[config.mk]
export PLATFORM = sky130hd
export DESIGN_NAME = msx_ram_mapper_ext_flat
export DESIGN_NICKNAME = d
export VERILOG_FILES = /design/src/rtl/msx_mapper_pkg.sv /design/src/rtl/msx_ram_mapper_ext_if.sv /design/src/rtl/msx_mapper_clear.sv /design/src/rtl/msx_ram_mapper_ext.sv /design/src/flat_wrapper.sv
export SDC_FILE = /design/constraint.sdc
export NUM_CORES = 1
export LEC_CHECK = 0
export BUFFER_PORTS_ARGS = -buffer_cell sky130_fd_sc_hd__buf_2
export CORE_AREA = 4 4 165 103
export DETAILED_ROUTE_END_ITERATION = 10
export DIE_AREA = 0 0 169 107
export MAX_ROUTING_LAYER = met4
export PLACE_DENSITY = 0.59
export SLEW_MARGIN = 20
export SYNTH_ARGS = -nofsm -noshare
export SYNTH_HDL_FRONTEND = slang
export SYNTH_HIERARCHICAL = 1
export SYNTH_SLANG_ARGS = --single-unit
[constraint.sdc]
create_clock -name clk -period 4.5 [get_ports clk]
set_input_delay 0.45 -clock clk [delete_from_list [all_inputs] [get_ports clk]]
set_output_delay 0.45 -clock clk [all_outputs]
set_load 0.02 [all_outputs]
[src/rtl/msx_mapper_pkg.sv]
// Shared types and defaults for the extended MSX RAM mapper.
package msx_mapper_pkg;

    localparam int unsigned PAGE_W = 14;

    localparam logic [7:0] DEF_IO_BASE  = 8'hFC;
    localparam logic [7:0] DEF_EXT_PORT = 8'hF7;
    localparam int unsigned DEF_SEG_W   = 8;

    typedef enum logic [1:0] {
        RB_OR  = 2'd0,
        RB_RAW = 2'd1,
        RB_FF  = 2'd2
    } rb_mode_e;

    typedef enum logic [1:0] {
        ST_IDLE = 2'd0,
        ST_REQ  = 2'd1,
        ST_DONE = 2'd2
    } clr_state_e;

endpackage

[src/rtl/msx_ram_mapper_ext_if.sv]
// CPU-side bus of the mapper: I/O decode inputs and translated address / read-back outputs.
interface msx_ram_mapper_ext_if #(
    parameter int unsigned SEG_W = msx_mapper_pkg::DEF_SEG_W
);
    logic                                     cpu_iorq;
    logic                                     cpu_m1;
    logic                                     cpu_wr;
    logic                                     cpu_rd;
    logic [15:0]                              cpu_addr;
    logic [7:0]                               cpu_dout;
    logic [7:0]                               mapper_dout;
    logic                                     mapper_req;
    logic [SEG_W+msx_mapper_pkg::PAGE_W-1:0]  mapper_addr;

    modport master (
        output cpu_iorq, cpu_m1, cpu_wr, cpu_rd, cpu_addr, cpu_dout,
        input  mapper_dout, mapper_req, mapper_addr
    );

    modport slave (
        input  cpu_iorq, cpu_m1, cpu_wr, cpu_rd, cpu_addr, cpu_dout,
        output mapper_dout, mapper_req, mapper_addr
    );
endinterface

[src/rtl/msx_mapper_clear.sv]
// RAM-clear engine: walks every populated address once, one acknowledged write at a time.
module msx_mapper_clear
    import msx_mapper_pkg::*;
#(
    parameter int unsigned ADDR_W  = 22,
    parameter bit          INIT_EN = 1'b1
) (
    input  logic              clk,
    input  logic              reset,
    input  logic [ADDR_W:0]   total,
    input  logic              init_start,
    input  logic              init_ack,
    output logic              init_req,
    output logic [ADDR_W-1:0] init_addr,
    output logic              init_busy
);

    clr_state_e        state, state_nxt;
    logic [ADDR_W-1:0] addr_nxt;
    logic [ADDR_W:0]   total_m1;
    logic              boot_pend;
    logic              last;

    assign total_m1 = total - (ADDR_W+1)'(1);
    assign last     = ({1'b0, init_addr} == total_m1);

    // boot_pend is only high for the first clk after reset release
    always_ff @(posedge clk or negedge reset) begin
        if (!reset) begin
            state     <= ST_IDLE;
            init_addr <= '0;
            boot_pend <= INIT_EN;
        end else begin
            state     <= state_nxt;
            init_addr <= addr_nxt;
            boot_pend <= 1'b0;
        end
    end

    always_comb begin
        state_nxt = state;
        addr_nxt  = init_addr;
        case (state)
            ST_IDLE: begin
                if (boot_pend || init_start) begin
                    state_nxt = ST_REQ;
                    addr_nxt  = '0;
                end
            end
            ST_REQ: begin
                if (init_ack) begin
                    if (last) begin
                        state_nxt = ST_DONE;
                    end else begin
                        addr_nxt = init_addr + ADDR_W'(1);
                    end
                end
            end
            ST_DONE: begin
                state_nxt = ST_IDLE;
                addr_nxt  = '0;
            end
            default: begin
                state_nxt = ST_IDLE;
            end
        endcase
    end

    assign init_req  = (state == ST_REQ);
    assign init_busy = (state != ST_IDLE);

endmodule

[src/rtl/msx_ram_mapper_ext.sv]
// MSX memory mapper with high segment bits via an extension port, read-back modes and RAM clear.
module msx_ram_mapper_ext
    import msx_mapper_pkg::*;
#(
    parameter logic [7:0]  IO_BASE     = DEF_IO_BASE,
    parameter logic [7:0]  EXT_PORT    = DEF_EXT_PORT,
    parameter int unsigned SEG_W       = DEF_SEG_W,
    parameter bit          RESET_STYLE = 1'b0,
    parameter bit          INIT_EN     = 1'b1
) (
    input  logic                      clk,
    input  logic                      reset,
    msx_ram_mapper_ext_if.slave       bus,
    input  logic [SEG_W:0]            ram_block_count,
    input  logic [1:0]                readback_mode,
    input  logic                      init_start,
    input  logic                      init_ack,
    output logic                      init_req,
    output logic [SEG_W+PAGE_W-1:0]   init_addr,
    output logic                      init_busy
);

    localparam int unsigned ADDR_W = SEG_W + PAGE_W;
    localparam int unsigned HI_W   = (SEG_W > 8) ? SEG_W - 8 : 1;

    logic             seg_sel, ext_sel;
    logic             seg_wr, ext_wr;
    logic             seg_wr_q, ext_wr_q;
    logic             seg_we, ext_we;
    logic [SEG_W-1:0] seg [4];
    logic [HI_W-1:0]  hi_pend, hi_cur;
    logic             hi_valid;
    logic [SEG_W-1:0] mask, seg_din;
    logic [ADDR_W:0]  total;

    assign seg_sel = bus.cpu_iorq & ~bus.cpu_m1 & (bus.cpu_addr[7:2] == IO_BASE[7:2]);
    assign ext_sel = bus.cpu_iorq & ~bus.cpu_m1 & (bus.cpu_addr[7:0] == EXT_PORT);

    // Rising edge of the qualified strobe commits, so long strobes write once
    assign seg_wr = seg_sel & bus.cpu_wr;
    assign ext_wr = ext_sel & bus.cpu_wr;
    assign seg_we = seg_wr & ~seg_wr_q;
    assign ext_we = (SEG_W > 8) && ext_wr && !ext_wr_q;

    assign hi_cur  = hi_valid ? hi_pend : '0;
    assign seg_din = SEG_W'({hi_cur, bus.cpu_dout});

    // Power-of-two block count; zero wraps to all ones
    assign mask  = SEG_W'(ram_block_count - (SEG_W+1)'(1));
    assign total = (ram_block_count == '0) ? {1'b1, {ADDR_W{1'b0}}}
                                           : {ram_block_count, {PAGE_W{1'b0}}};

    always_ff @(posedge clk or negedge reset) begin
        if (!reset) begin
            for (int i = 0; i < 4; i++) begin
                seg[i] <= RESET_STYLE ? SEG_W'(3 - i) : '0;
            end
            hi_pend  <= '0;
            hi_valid <= 1'b0;
            seg_wr_q <= 1'b0;
            ext_wr_q <= 1'b0;
        end else begin
            seg_wr_q <= seg_wr;
            ext_wr_q <= ext_wr;
            if (ext_we) begin
                hi_pend  <= bus.cpu_dout[HI_W-1:0];
                hi_valid <= 1'b1;
            end
            if (seg_we) begin
                seg[bus.cpu_addr[1:0]] <= seg_din;
                hi_valid               <= 1'b0;
            end
        end
    end

    assign bus.mapper_addr = {seg[bus.cpu_addr[15:14]] & mask, bus.cpu_addr[13:0]};
    assign bus.mapper_req  = seg_sel & bus.cpu_rd;

    always_comb begin
        bus.mapper_dout = 8'hFF;
        case (readback_mode)
            RB_OR:   bus.mapper_dout = seg[bus.cpu_addr[1:0]][7:0] | ~mask[7:0];
            RB_RAW:  bus.mapper_dout = seg[bus.cpu_addr[1:0]][7:0];
            default: bus.mapper_dout = 8'hFF;
        endcase
    end

    msx_mapper_clear #(
        .ADDR_W  (ADDR_W),
        .INIT_EN (INIT_EN)
    ) u_clear (
        .clk        (clk),
        .reset      (reset),
        .total      (total),
        .init_start (init_start),
        .init_ack   (init_ack),
        .init_req   (init_req),
        .init_addr  (init_addr),
        .init_busy  (init_busy)
    );

endmodule

[src/flat_wrapper.sv]
// flat-port wrapper written by rule: the top's interface ports become plain ports
module msx_ram_mapper_ext_flat import msx_mapper_pkg::*;
#(
    parameter logic [7:0]  IO_BASE     = DEF_IO_BASE,
    parameter logic [7:0]  EXT_PORT    = DEF_EXT_PORT,
    parameter int unsigned SEG_W       = DEF_SEG_W,
    parameter bit          RESET_STYLE = 1'b0,
    parameter bit          INIT_EN     = 1'b1
)
  (clk, reset, ram_block_count, readback_mode, init_start, init_ack, init_req, init_addr, init_busy, bus_cpu_iorq, bus_cpu_m1, bus_cpu_wr, bus_cpu_rd, bus_cpu_addr, bus_cpu_dout, bus_mapper_dout, bus_mapper_req, bus_mapper_addr);
  msx_ram_mapper_ext_if #(.SEG_W(SEG_W)) bus_i ();
  input  logic clk;
  input  logic reset;
  input  logic [SEG_W:0] ram_block_count;
  input  logic [1:0] readback_mode;
  input  logic init_start;
  input  logic init_ack;
  output logic init_req;
  output logic [SEG_W+PAGE_W-1:0] init_addr;
  output logic init_busy;
  input wire logic [$bits(bus_i.cpu_iorq)-1:0] bus_cpu_iorq;
  input wire logic [$bits(bus_i.cpu_m1)-1:0] bus_cpu_m1;
  input wire logic [$bits(bus_i.cpu_wr)-1:0] bus_cpu_wr;
  input wire logic [$bits(bus_i.cpu_rd)-1:0] bus_cpu_rd;
  input wire logic [$bits(bus_i.cpu_addr)-1:0] bus_cpu_addr;
  input wire logic [$bits(bus_i.cpu_dout)-1:0] bus_cpu_dout;
  output wire logic [$bits(bus_i.mapper_dout)-1:0] bus_mapper_dout;
  output wire logic [$bits(bus_i.mapper_req)-1:0] bus_mapper_req;
  output wire logic [$bits(bus_i.mapper_addr)-1:0] bus_mapper_addr;
  assign bus_i.cpu_iorq = bus_cpu_iorq;
  assign bus_i.cpu_m1 = bus_cpu_m1;
  assign bus_i.cpu_wr = bus_cpu_wr;
  assign bus_i.cpu_rd = bus_cpu_rd;
  assign bus_i.cpu_addr = bus_cpu_addr;
  assign bus_i.cpu_dout = bus_cpu_dout;
  assign bus_mapper_dout = bus_i.mapper_dout;
  assign bus_mapper_req = bus_i.mapper_req;
  assign bus_mapper_addr = bus_i.mapper_addr;
  msx_ram_mapper_ext #(.IO_BASE(IO_BASE), .EXT_PORT(EXT_PORT), .SEG_W(SEG_W), .RESET_STYLE(RESET_STYLE), .INIT_EN(INIT_EN)) u_core (.clk(clk), .reset(reset), .bus(bus_i), .ram_block_count(ram_block_count), .readback_mode(readback_mode), .init_start(init_start), .init_ack(init_ack), .init_req(init_req), .init_addr(init_addr), .init_busy(init_busy));
endmodule
==> summary.txt, run 1 <==
Placed design
  – Pre-CTS setup slack: 0.250 ns
  – IO buf count: 85
  – RePlAce Congestion: 0.921
  – Post-DP HPWL: 10500 um

Global route
  – GRT Total Usage: 15.5%
  – First-pass GRT wire length: 21700 um
  – Total congestion overflow: 0
  – Initial antenna violation count: 0
  – Vias in the first global route: 3970
  – Largest net degree at the start of global routing: 59

Clock tree
  – TritonCTS buffer count: 9
  – H-tree depth: 3
  – Cts hold-fix bufs: 0
  – Root Driver: clkbuf_16
  – Post_cts resized: 0
  – # clock sinks: 58
  – Setup bufs post-CTS: 0
  – Worst-case clock buffer depth: 2

Synth
  – Synth top area cells: dfrtp_1 31%, mux2_2 7.9%, mux4_2 7.9%
  – Post-synthesis sequential element count: 58
  – Sequential cell area fraction in the yosys report: 31.7%
  – Async SR Flop Fraction: 100%
  – Synth warnings: 6
  – Area leader, netlist: dfrtp_1
  – Distinct cell type count after synthesis: 76
  – Number of synthesized flops with an enable pin: 0
  – Synth Instances: 453
  – Synth top area share: 31.1%
  – Most used flip-flop cell after synthesis: dfrtp_1
  – Syn Area/Cell: 10.1 um2
  – Synthesized cell area: 4580 um2

Die
  – Top Ports: 98
  – Die width: 169 um
  – Core Rows: 35
  – Starting density of the core: 30.0%
  – Die height: 107 um

Run status
  – Log Error: [ERROR DRT-0255] Maze Route cannot find path of net bus_cpu_addr[8] in worker of routeBox ( 144900 96600 ) ( 169000 107000 ).
  – Halt Stage: detailed routing
  – Status: aborted with a tool error
-- layer usage --
metal	GRT usage, %
met2	23.3
met5	-
met4	4.02
met1	21.5
met3	3.10
-- Yosys cell counts (all sizes together), types with 7 or more instances --
master	count
o21ai	9
nand3	16
clkbuf	12
o31ai	16
and2	7
o21a	7
xor2	9
nor4	15
xnor2	17
a21oi	18
or4	17
mux4	16
or3	8
nor2	28
nor3	12
dfrtp	57
and3	9
buf	21
mux2	34
nand2b	10
nand4	8
inv	12
nand2	25
-- through the flow --
step | util, % | hold slack [ns] | instance area, um2 | cells
after global routing | 36.9 | 0.340 | 5630 | 799
after CTS | 36.8 | 0.315 | 5630 | 799
after detailed placement | 34.8 | 0.512 | 5330 | 783
after global placement | 34.8 | 0.481 | 5330 | 783
after floorplan | - | 0.154 | 4860 | 527
-- cells by family after synthesis --
kind of cell,synth area share (%)
AO/OA/AOI/OAI,12.4
buffers and inverters,5.98
flip-flops,31.7
multiplexers,17.3
other,0.164
adder cells (fa/ha/maj),1.09
AND/OR/NAND/NOR,26.4
XOR/XNOR,4.97
==> inputs of run 2 (changes only) <==
--- a/config.mk
+++ b/config.mk
@@ -6,11 +6,10 @@
 export NUM_CORES = 1
 export LEC_CHECK = 0
 export BUFFER_PORTS_ARGS = -buffer_cell sky130_fd_sc_hd__buf_2
-export CORE_AREA = 4 4 165 103
+export CORE_AREA = 4 4 157 159
 export DETAILED_ROUTE_END_ITERATION = 10
-export DIE_AREA = 0 0 169 107
-export MAX_ROUTING_LAYER = met4
-export PLACE_DENSITY = 0.59
+export DIE_AREA = 0 0 161 163
+export PLACE_DENSITY_LB_ADDON = 0.15
 export SLEW_MARGIN = 20
 export SYNTH_ARGS = -nofsm -noshare
 export SYNTH_HDL_FRONTEND = slang
==> summary.txt, run 2 <==
Route
  – Detail Route Antenna Nets: 0
  – Vias per inst: 4.27
  – DRC viols: 0
  – Wire per inst: 15.7 um
  – DR pass1 iterations: 4
  – Total number of vias: 3921
  – DRT Wirelength: 14400 um
  – Iter 0 DRT Violations: 210

Placed design
  – RePlAce Congestion: 0.804 (was 0.921)
  – Cells after DPL: 902 (was 783)
  – IO buf count: 85 (unchanged)
  – Post-DP HPWL: 11200 um (was 10500 um)

Die
  – DIE AREA: 26200 um2
  – Top Ports: 98 (unchanged)
  – Core Rows: 56 (was 35)
  – Die width: 161 um (was 169 um)
  – Starting density of the core: 19.7% (was 30.0%)
  – Area of the core: 23300 um2
  – Die height: 163 um (was 107 um)

Global route
  – Initial antenna violation count: 0 (unchanged)
  – First-pass GRT wire length: 23200 um (was 21700 um)
  – Total congestion overflow: 0 (unchanged)
  – GRT Total Usage: 11.3% (was 15.5%)
  – Largest net degree at the start of global routing: 59 (unchanged)
  – Vias in the first global route: 4168 (was 3970)

Timing
  – RSZ-0062 raised after global routing: no
  – Final setup fails: 0
  – Final-report hold violation count: 0
  – Fmax: 256 MHz
  – Post-route setup TNS: 0 ns
  – Clock skew: 0.00747 ns
  – Measured slew at the worst slew-check pin: 0.969 ns
  – Pins Over Slew Limit: 0
  – Slew HR: 34.9%
  – Period utilisation layout: 87.0%
  – Period minus WS final: 3.91 ns

Clock tree
  – Worst-case clock buffer depth: 2 (unchanged)
  – TritonCTS buffer count: 9 (unchanged)
  – Root Driver: clkbuf_16 (unchanged)
  – Clock latency on the worst-skew pair: 0.34 ns
  – # clock sinks: 58 (unchanged)
  – H-tree depth: 3 (unchanged)
  – CTS tree: built
  – Post_cts resized: 0 (unchanged)
  – Setup bufs post-CTS: 0 (unchanged)
  – Clk slew on worst S/H paths: 0.06 ns
  – Cts hold-fix bufs: 0 (unchanged)

Critical path
  – CP cell instances: buf_2 -> or4_4 -> or4b_4 -> o21a_1 -> nor2_1 -> nand3_1 -> or4_1 -> o211ai_1 -> o2111a_1 -> a21o_1 -> nor3b_2 -> a211oi_2
  – Critical path class: input pin to flop
  – CP max FO: 12
  – Crit end category: flop
  – Worst Path Buf+Inv: 1
  – CP max stage cell: or4_1
  – Arrival time worst endpoint: 4.16 ns
  – Kind of cell adding the most delay to the critical path: simple AND/OR/NAND/NOR gates
  – Largest stage delay, worst path: 0.55 ns
  – Req. time, crit path: 4.75 ns
  – Nature of the critical path startpoint: input pin

Synth
  – Synth top area cells: dfrtp_1 31%, mux2_2 7.9%, mux4_2 7.9% (unchanged)
  – Fraction of the mapped netlist area in compound gates: 12.4% (unchanged)
  – Async SR Flop Fraction: 100% (unchanged)
  – Synth Area in Simple Gates: 26.4% (unchanged)
  – Distinct cell type count after synthesis: 76 (unchanged)
  – Synth warnings: 6 (unchanged)
  – Area leader, netlist: dfrtp_1 (unchanged)
  – Synth top area share: 31.1% (unchanged)
  – Post-synth top cells: 57 x dfrtp_1, 32 x mux2_2, 28 x nor2_1 (unchanged)
  – XOR/XNOR share of the synthesized area: 4.97% (unchanged)
  – Syn Area/Cell: 10.1 um2 (unchanged)
  – Post-synthesis sequential element count: 58 (unchanged)
  – Most used flip-flop cell after synthesis: dfrtp_1 (unchanged)
  – Synth Instances: 453 (unchanged)
  – Largest family of logic cells by synthesized area: simple AND/OR/NAND/NOR gates (unchanged)
  – Synthesized cell area: 4580 um2 (unchanged)
  – Most frequent cell after synthesis: dfrtp_1 (unchanged)
  – Number of synthesized flops with an enable pin: 0 (unchanged)
  – Adder-cell share of the synthesized area: 1.09% (unchanged)
  – Mux contribution to synthesized area: 17.3% (unchanged)
  – Sequential cell area fraction in the yosys report: 31.7% (unchanged)

Final layout
  – Nets@finish: 641
  – Final non-filler cell total: 918
  – Most flops, register: u_core/seg
  – Area delta synth->final: 27.1%
  – Multi-input gate area: 3140 um2
  – Layout cells sized above 1: 30.2%
  – Most frequent cells in the layout: 85 x buf_2, 76 x conb_1, 57 x dfrtp_1, 32 x mux2_2, 28 x nor2_1
  – # fillers: 2511
  – Most common cell after layout, fill and taps aside: buf_2
  – Antenna diodes: 0
  – Top flop regs: u_core/seg x32, u_core/u_clear/init_addr x22, u_core/u_clear/state x2
  – FF/Latch Area: 1450 um2
  – Max reg flops: 32

Job
  – Max Cap Viol: 0

Worst hold path
  – Worst hold path type: input pin to asynchronous set/reset pin

Run status
  – Status: complete, no violations (was aborted with a tool error)

Power and ir drop
  – Leak pwr: 2.65 nW
  – PD cells: 294 nW/um2
  – Worst vdd ir: 0.149 mV
-- run 2: cell counts after synthesis --
Identical to the previous run, type by type.
-- run 2: cell families after synthesis --
group,Yosys count
simple gates,182
flops,58
fa+ha+maj,4
xor+xnor,26
compound gates,80
mux,55
other cells,2
buf+inv,46
-- run 2: path summary, 6_finish.rpt --
path                                                   from                     endpoint  slack, ns  cells after the start
worst max-delay path                     ram_block_count[4]  u_core/u_clear/init_addr[5]       0.59                     12
worst min-delay path                                  reset              u_core/seg_wr_q       0.29                      2
worst max register to register  u_core/u_clear/init_addr[9]  u_core/u_clear/init_addr[5]       1.89                      8
worst min register to register               u_core/seg[20]               u_core/seg[20]       0.51                      1
max in group asynchronous                             reset  u_core/u_clear/init_addr[3]       3.67                      2
min in group clk                                 bus_cpu_wr              u_core/seg_wr_q       0.35                      2
-- run 2: final cells by class --
| class | count | share of cell area, % |
|---|---|---|
| sequential | 58 | 24.9 |
| multi-input combinational | 423 | 53.9 |
| clock inverter | 7 | 1.76 |
| clock buffer | 9 | 3.87 |
| timing repair buffer | 90 | 7.95 |
| inverter | 12 | 0.773 |
| tap | 319 | 6.85 |
-- run 2: layer usage --
| metal | track usage, % | vias up | share of wire (%) |
|---|---|---|---|
| li1 | - | 1926 | - |
| met1 | 13.7 | 1881 | 44 |
| met2 | 19.9 | 91 | 50 |
| met3 | 2.46 | 23 | 3.5 |
| met4 | 3.88 | 0 | 2.3 |
| met5 | 0 | - | 0 |
-- run 2: metrics by stage --
| step | total power, W | area (um2) | setup slack (ns) | hold WS (ns) | utilization [%] |
|---|---|---|---|---|---|
| floorplan | 0.000841 | 4860 | 0.645 | 0.154 | - |
| global placement | 0.000952 | 5490 | 0.346 | 0.482 | 23.6 |
| detailed placement | 0.000957 | 5490 | 0.258 | 0.501 | 23.6 |
| CTS | 0.00174 | 5820 | 0.613 | 0.308 | 25.0 |
| global route | 0.00180 | 5820 | 0.295 | 0.347 | 25.0 |
| finish | 0.00171 | 5820 | 0.587 | 0.287 | 25.0 |
-- run 2: power breakdown --
part	internal (W)	switching, W	leakage (nW)	total (W)
clock network	0.000489	0.000273	0.156	0.000763
logic	0.000134	0.000205	1.71	0.000339
registers	0.000553	0.0000563	0.787	0.000609
total	0.00118	0.000535	2.65	0.00171
(Power assumes the default switching activity.)
==> inputs of run 3 (changes only) <==
==> constraint.sdc (replaced) <==
create_clock -name clk -period 4.5 [get_ports clk]
set_input_delay 0.9 -clock clk [delete_from_list [all_inputs] [get_ports clk]]
set_output_delay 0.9 -clock clk [all_outputs]
set_load 0.02 [all_outputs]
==> summary.txt, run 3 (synthesized netlist as in run 2, its figures left out) <==
Route
  – Vias per inst: 4.27 (about the same)
  – Iter 0 DRT Violations: 207 (was 210)
  – Total number of vias: 3944 (was 3921)
  – DRT Wirelength: 14400 um (about the same)
  – Detail Route Antenna Nets: 0 (unchanged)
  – DR pass1 iterations: 4 (unchanged)
  – DRC viols: 0 (unchanged)
  – Wire per inst: 15.6 um (was 15.7 um)

Clock tree
  – Post_cts resized: 0 (unchanged)
  – Setup bufs post-CTS: 0 (unchanged)
  – # clock sinks: 58 (unchanged)
  – Clk slew on worst S/H paths: 0.06 ns (about the same)
  – Cts hold-fix bufs: 0 (unchanged)
  – Root Driver: clkbuf_16 (unchanged)
  – TritonCTS buffer count: 9 (unchanged)
  – CTS tree: built (unchanged)
  – Worst-case clock buffer depth: 2 (unchanged)
  – H-tree depth: 3 (unchanged)
  – Clock latency on the worst-skew pair: 0.34 ns (about the same)

Die
  – Starting density of the core: 19.7% (unchanged)
  – Die width: 161 um (unchanged)
  – Die height: 163 um (unchanged)
  – Top Ports: 98 (unchanged)
  – DIE AREA: 26200 um2 (unchanged)
  – Core Rows: 56 (unchanged)
  – Area of the core: 23300 um2 (unchanged)

Power and ir drop
  – Cell-internal power: 0.00124 W (was 0.00118 W)
  – Clock power share: 46.5% (was 44.6%)
  – Share of total power in sequential cells: 34.2% (was 35.6%)
  – PD cells: 302 nW/um2 (was 294 nW/um2)
  – Worst vdd ir: 0.140 mV (was 0.149 mV)
  – Combinational power share: 19.3% (was 19.8%)
  – Sw Ratio: 30.6% (was 31.2%)
  – Leak pwr: 2.68 nW (was 2.65 nW)
  – Psw: 0.000544 W (was 0.000535 W)

Worst hold path
  – Worst hold path type: flop to flop (was input pin to asynchronous set/reset pin)

Final layout
  – Area delta synth->final: 28.4% (was 27.1%)
  – FF/Latch Area: 1450 um2 (unchanged)
  – Antenna diodes: 0 (unchanged)
  – Nets@finish: 646 (was 641)
  – Top flop regs: u_core/seg x32, u_core/u_clear/init_addr x22, u_core/u_clear/state x2 (unchanged)
  – Layout cells sized above 1: 30.8% (was 30.2%)
  – # fillers: 2517 (was 2511)
  – Most flops, register: u_core/seg (unchanged)
  – Multi-input gate area: 3140 um2 (unchanged)
  – Final non-filler cell total: 923 (was 918)
  – Max reg flops: 32 (unchanged)
  – Most frequent cells in the layout: 85 x buf_2, 76 x conb_1, 57 x dfrtp_1, 32 x mux2_2, 28 x nor2_1 (unchanged)
  – Most common cell after layout, fill and taps aside: buf_2 (unchanged)

Global route
  – Largest net degree at the start of global routing: 31 (was 59)
  – Total congestion overflow: 0 (unchanged)
  – First-pass GRT wire length: 22900 um (was 23200 um)
  – Initial antenna violation count: 0 (unchanged)
  – Vias in the first global route: 4170 (was 4168)
  – GRT Total Usage: 11.2% (was 11.3%)

Timing
  – Final-report hold violation count: 0 (unchanged)
  – Slew HR: 34.1% (was 34.9%)
  – Pins Over Slew Limit: 0 (unchanged)
  – Fmax: 240 MHz (was 256 MHz)
  – Period utilisation layout: 92.6% (was 87.0%)
  – Post-route setup TNS: 0 ns (unchanged)
  – Period minus WS final: 4.17 ns (was 3.91 ns)
  – RSZ-0062 raised after global routing: no (unchanged)
  – Worst setup margin: 0.335 ns (was 0.587 ns)
  – Final setup fails: 0 (unchanged)
  – Measured slew at the worst slew-check pin: 0.980 ns (was 0.969 ns)
  – Clock skew: 0.00705 ns (was 0.00747 ns)

Run status
  – Status: complete, no violations (unchanged)

Placed design
  – Pre-CTS setup slack: 0.0191 ns (was 0.258 ns)
  – RePlAce Congestion: 0.815 (was 0.804)
  – Post-DP HPWL: 11200 um (about the same)
  – IO buf count: 85 (unchanged)
  – Cells after DPL: 907 (was 902)

Critical path
  – Crit end category: flop (unchanged)
  – Nature of the critical path startpoint: input pin (unchanged)
  – Arrival time worst endpoint: 4.42 ns (was 4.16 ns)
  – CP max FO: 12 (unchanged)
  – Critical path class: input pin to flop (unchanged)
  – Req. time, crit path: 4.75 ns (about the same)

Job
  – Max Cap Viol: 0 (unchanged)
-- run 3: cell type report --
class / count / share of cell area [%]
multi-input cells: 423 / 53.3
flip-flops and latches: 58 / 24.7
repair buffers: 95 / 8.51
well taps: 319 / 6.78
clock buffers: 9 / 3.83
clock inverters: 7 / 2.11
inverters: 12 / 0.766
-- run 3: per-layer routing --
metal	GRT usage, %	share of wire, %
met5	0	0
met4	2.79	1.0
met3	2.33	3.9
met2	20.6	53
met1	13.3	42
-- run 3: final timing paths --
check                                                   from                            to  slack (ns)  depth (start not counted)
worst max-delay path                      ram_block_count[3]  u_core/u_clear/init_addr[14]        0.33                         13
worst max register to register  u_core/u_clear/init_addr[19]  u_core/u_clear/init_addr[14]        1.89                          8
min in group asynchronous                              reset               u_core/seg_wr_q        0.63                          1
worst min-delay path                          u_core/seg[19]                u_core/seg[19]        0.52                          1
worst min register to register                u_core/seg[19]                u_core/seg[19]        0.52                          1
max in group asynchronous                              reset      u_core/u_clear/boot_pend        2.96                          2
-- run 3: worst max-delay path, cell delays in order --
cell	delay, ns
buf_2	0.10
or4_4	0.55
or4b_4	0.51
o21a_1	0.24
nor2_1	0.10
buf_4	0.16
o211ai_1	0.10
o311ai_0	0.33
o211ai_1	0.20
o2111a_1	0.23
a21o_1	0.30
or4_1	0.50
a21oi_1	0.20
-- run 3: through the flow --
stage | total power [W] | area (um2) | hold slack (ns) | utilization (%)
floorplan | 0.000841 | 4860 | 0.471 | -
finish | 0.00178 | 5880 | 0.521 | 25.3
CTS | 0.00180 | 5880 | 0.521 | 25.3
global route | 0.00187 | 5880 | 0.537 | 25.3
global placement | 0.000955 | 5530 | 0.481 | 23.8
detailed placement | 0.000958 | 5530 | 0.507 | 23.8
-- run 3: power by group through the flow --
stage,Combinational (W),Sequential (W),Clock [W]
floorplan,0.000215,0.000627,0
global placement,0.000336,0.000619,0
detailed placement,0.000338,0.000620,0
CTS,0.000339,0.000611,0.000854
global route,0.000379,0.000618,0.000878
finish,0.000343,0.000609,0.000828
==> inputs of run 4 (changes only) <==
--- a/config.mk
+++ b/config.mk
@@ -6,9 +6,9 @@
 export NUM_CORES = 1
 export LEC_CHECK = 0
 export BUFFER_PORTS_ARGS = -buffer_cell sky130_fd_sc_hd__buf_2
-export CORE_AREA = 4 4 157 159
+export CORE_AREA = 4 4 133 187
 export DETAILED_ROUTE_END_ITERATION = 10
-export DIE_AREA = 0 0 161 163
+export DIE_AREA = 0 0 137 191
 export PLACE_DENSITY_LB_ADDON = 0.15
 export SLEW_MARGIN = 20
 export SYNTH_ARGS = -nofsm -noshare
==> summary.txt, run 4 (synthesized netlist as in run 2, its figures left out) <==
Run status
  – Status: complete, no violations (unchanged)

Clock tree
  – # clock sinks: 58 (unchanged)
  – Cts hold-fix bufs: 0 (unchanged)
  – Clock latency on the worst-skew pair: 0.32 ns (was 0.34 ns)
  – Root Driver: clkbuf_16 (unchanged)
  – H-tree depth: 3 (unchanged)
  – CTS tree: built (unchanged)
  – Worst-case clock buffer depth: 2 (unchanged)
  – Setup bufs post-CTS: 0 (unchanged)
  – Post_cts resized: 0 (unchanged)
  – TritonCTS buffer count: 9 (unchanged)
  – Clk slew on worst S/H paths: 0.05 ns (was 0.06 ns)

Worst hold path
  – Worst hold path type: flop to flop (unchanged)

Route
  – DR pass1 iterations: 4 (unchanged)
  – Total number of vias: 3979 (was 3944)
  – DRT Wirelength: 14700 um (was 14400 um)
  – DRC viols: 0 (unchanged)
  – Detail Route Antenna Nets: 0 (unchanged)
  – Iter 0 DRT Violations: 98 (was 207)
  – Vias per inst: 4.36 (was 4.27)
  – Wire per inst: 16.1 um (was 15.6 um)

Die
  – Starting density of the core: 19.8% (was 19.7%)
  – Area of the core: 23100 um2 (was 23300 um2)
  – Die height: 191 um (was 163 um)
  – DIE AREA: 26200 um2 (about the same)
  – Die width: 137 um (was 161 um)
  – Core Rows: 66 (was 56)
  – Top Ports: 98 (unchanged)

Final layout
  – Most common cell after layout, fill and taps aside: buf_2 (unchanged)
  – Layout cells sized above 1: 30.9% (was 30.8%)
  – FF/Latch Area: 1450 um2 (unchanged)
  – Antenna diodes: 0 (unchanged)
  – # fillers: 2527 (was 2517)
  – Top flop regs: u_core/seg x32, u_core/u_clear/init_addr x22, u_core/u_clear/state x2 (unchanged)
  – Multi-input gate area: 3130 um2 (was 3140 um2)
  – Most flops, register: u_core/seg (unchanged)
  – Area delta synth->final: 27.4% (was 28.4%)
  – Max reg flops: 32 (unchanged)
  – Final Cell Area: 5840 um2 (was 5880 um2)
  – Nets@finish: 649 (was 646)
  – Most frequent cells in the layout: 85 x buf_2, 76 x conb_1, 57 x dfrtp_1, 32 x mux2_2, 28 x nor2_1 (unchanged)

Placed design
  – Pre-CTS setup slack: 0.0352 ns (was 0.0191 ns)
  – Post-DP HPWL: 11600 um (was 11200 um)
  – Post-Place Cell Area: 5550 um2 (was 5530 um2)
  – IO buf count: 85 (unchanged)
  – RePlAce Congestion: 0.749 (was 0.815)

Global route
  – Total congestion overflow: 0 (unchanged)
  – Initial antenna violation count: 0 (unchanged)
  – GRT Total Usage: 11.7% (was 11.2%)
  – First-pass GRT wire length: 23500 um (was 22900 um)
  – Largest net degree at the start of global routing: 33 (was 31)
  – Vias in the first global route: 4102 (was 4170)

Critical path
  – Critical path class: input pin to flop (unchanged)
  – Nature of the critical path startpoint: input pin (unchanged)
  – Arrival time worst endpoint: 4.39 ns (was 4.42 ns)
  – Crit end category: flop (unchanged)
  – CP max FO: 12 (unchanged)
  – Req. time, crit path: 4.75 ns (about the same)

Power and ir drop
  – Leak pwr: 2.68 nW (about the same)
  – Post-layout power: 0.00162 W (was 0.00178 W)
  – PD cells: 277 nW/um2 (was 302 nW/um2)
  – Worst vdd ir: 0.152 mV (was 0.140 mV)

Timing
  – Period utilisation layout: 91.9% (was 92.6%)
  – Final setup fails: 0 (unchanged)
  – Fmax: 242 MHz (was 240 MHz)
  – Slew HR: 35.4% (was 34.1%)
  – Clock skew: 0.00262 ns (was 0.00705 ns)
  – Final-report hold violation count: 0 (unchanged)
  – Post-route setup TNS: 0 ns (unchanged)
  – Worst setup margin: 0.364 ns (was 0.335 ns)
  – Period minus WS final: 4.14 ns (was 4.17 ns)
  – RSZ-0062 raised after global routing: no (unchanged)
  – Measured slew at the worst slew-check pin: 0.961 ns (was 0.980 ns)
  – Pins Over Slew Limit: 0 (unchanged)

Job
  – Max Cap Viol: 0 (unchanged)
[run 4: cell count changes in the layout (fill, tap and decap cells not counted)]
cell,previous run,this run
bufinv_16,3,0
o21ai_2,1,0
clkbuf_8,0,4
buf_4,10,12
clkinvlp_4,1,0
clkinv_2,0,2
o21ai_1,2,3
buf_12,0,1
inv_6,2,0
clkinv_4,1,0
[run 4: metal layers]
metal	GRT usage, %	vias up	wire [um]
met4	3.46	0	223
met3	2.13	16	581
li1	-	1933	-
met1	13.2	1943	5860
met5	0	-	0
met2	22.0	87	8060
[run 4: area by class of cell]
class                      count  share of cell area [%]
inverter                      12                   0.771
sequential                    58                    24.9
tap                          306                    6.56
multi-input combinational    423                    53.7
timing repair buffer          98                    9.17
clock buffer                  13                    4.80
clock inverter                 2                   0.171
[run 4: critical path, stage by stage]
cell	delay, ns
buf_2	0.10
or4_4	0.54
or4b_4	0.50
o21a_1	0.20
nor2_1	0.14
nand3_1	0.21
o311ai_0	0.37
o211ai_1	0.21
o2111a_1	0.24
a21o_1	0.20
buf_12	0.14
or4_1	0.47
a21oi_1	0.15
[run 4: report_power, final]
group	leakage, nW	switching [W]	total [W]	internal [W]
registers	0.787	0.0000598	0.000613	0.000553
clock network	0.147	0.000233	0.000660	0.000427
logic	1.75	0.000206	0.000344	0.000139
total	2.68	0.000499	0.00162	0.00112
[run 4: path summary, 6_finish.rpt]
kind	cells past startpoint	slack [ns]	start	end
max	13	0.36	ram_block_count[3]	u_core/u_clear/init_addr[7]
min	1	0.53	u_core/seg[30]	u_core/seg[30]
max reg2reg	8	1.92	u_core/u_clear/init_addr[9]	u_core/u_clear/state[0]
min reg2reg	1	0.53	u_core/seg[30]	u_core/seg[30]
max in group asynchronous	2	2.98	reset	u_core/u_clear/boot_pend
min in group asynchronous	1	0.58	reset	u_core/seg[0]
[run 4: stage by stage]
stage | utilization (%) | instances | hold slack, ns
2_1_floorplan | - | 527 | 0.471
3_3_place_gp | 24.0 | 897 | 0.487
3_5_place_dp | 24.0 | 897 | 0.518
4_1_cts | 25.3 | 912 | 0.530
5_1_grt | 25.3 | 912 | 0.547
6_report | 25.3 | 912 | 0.528
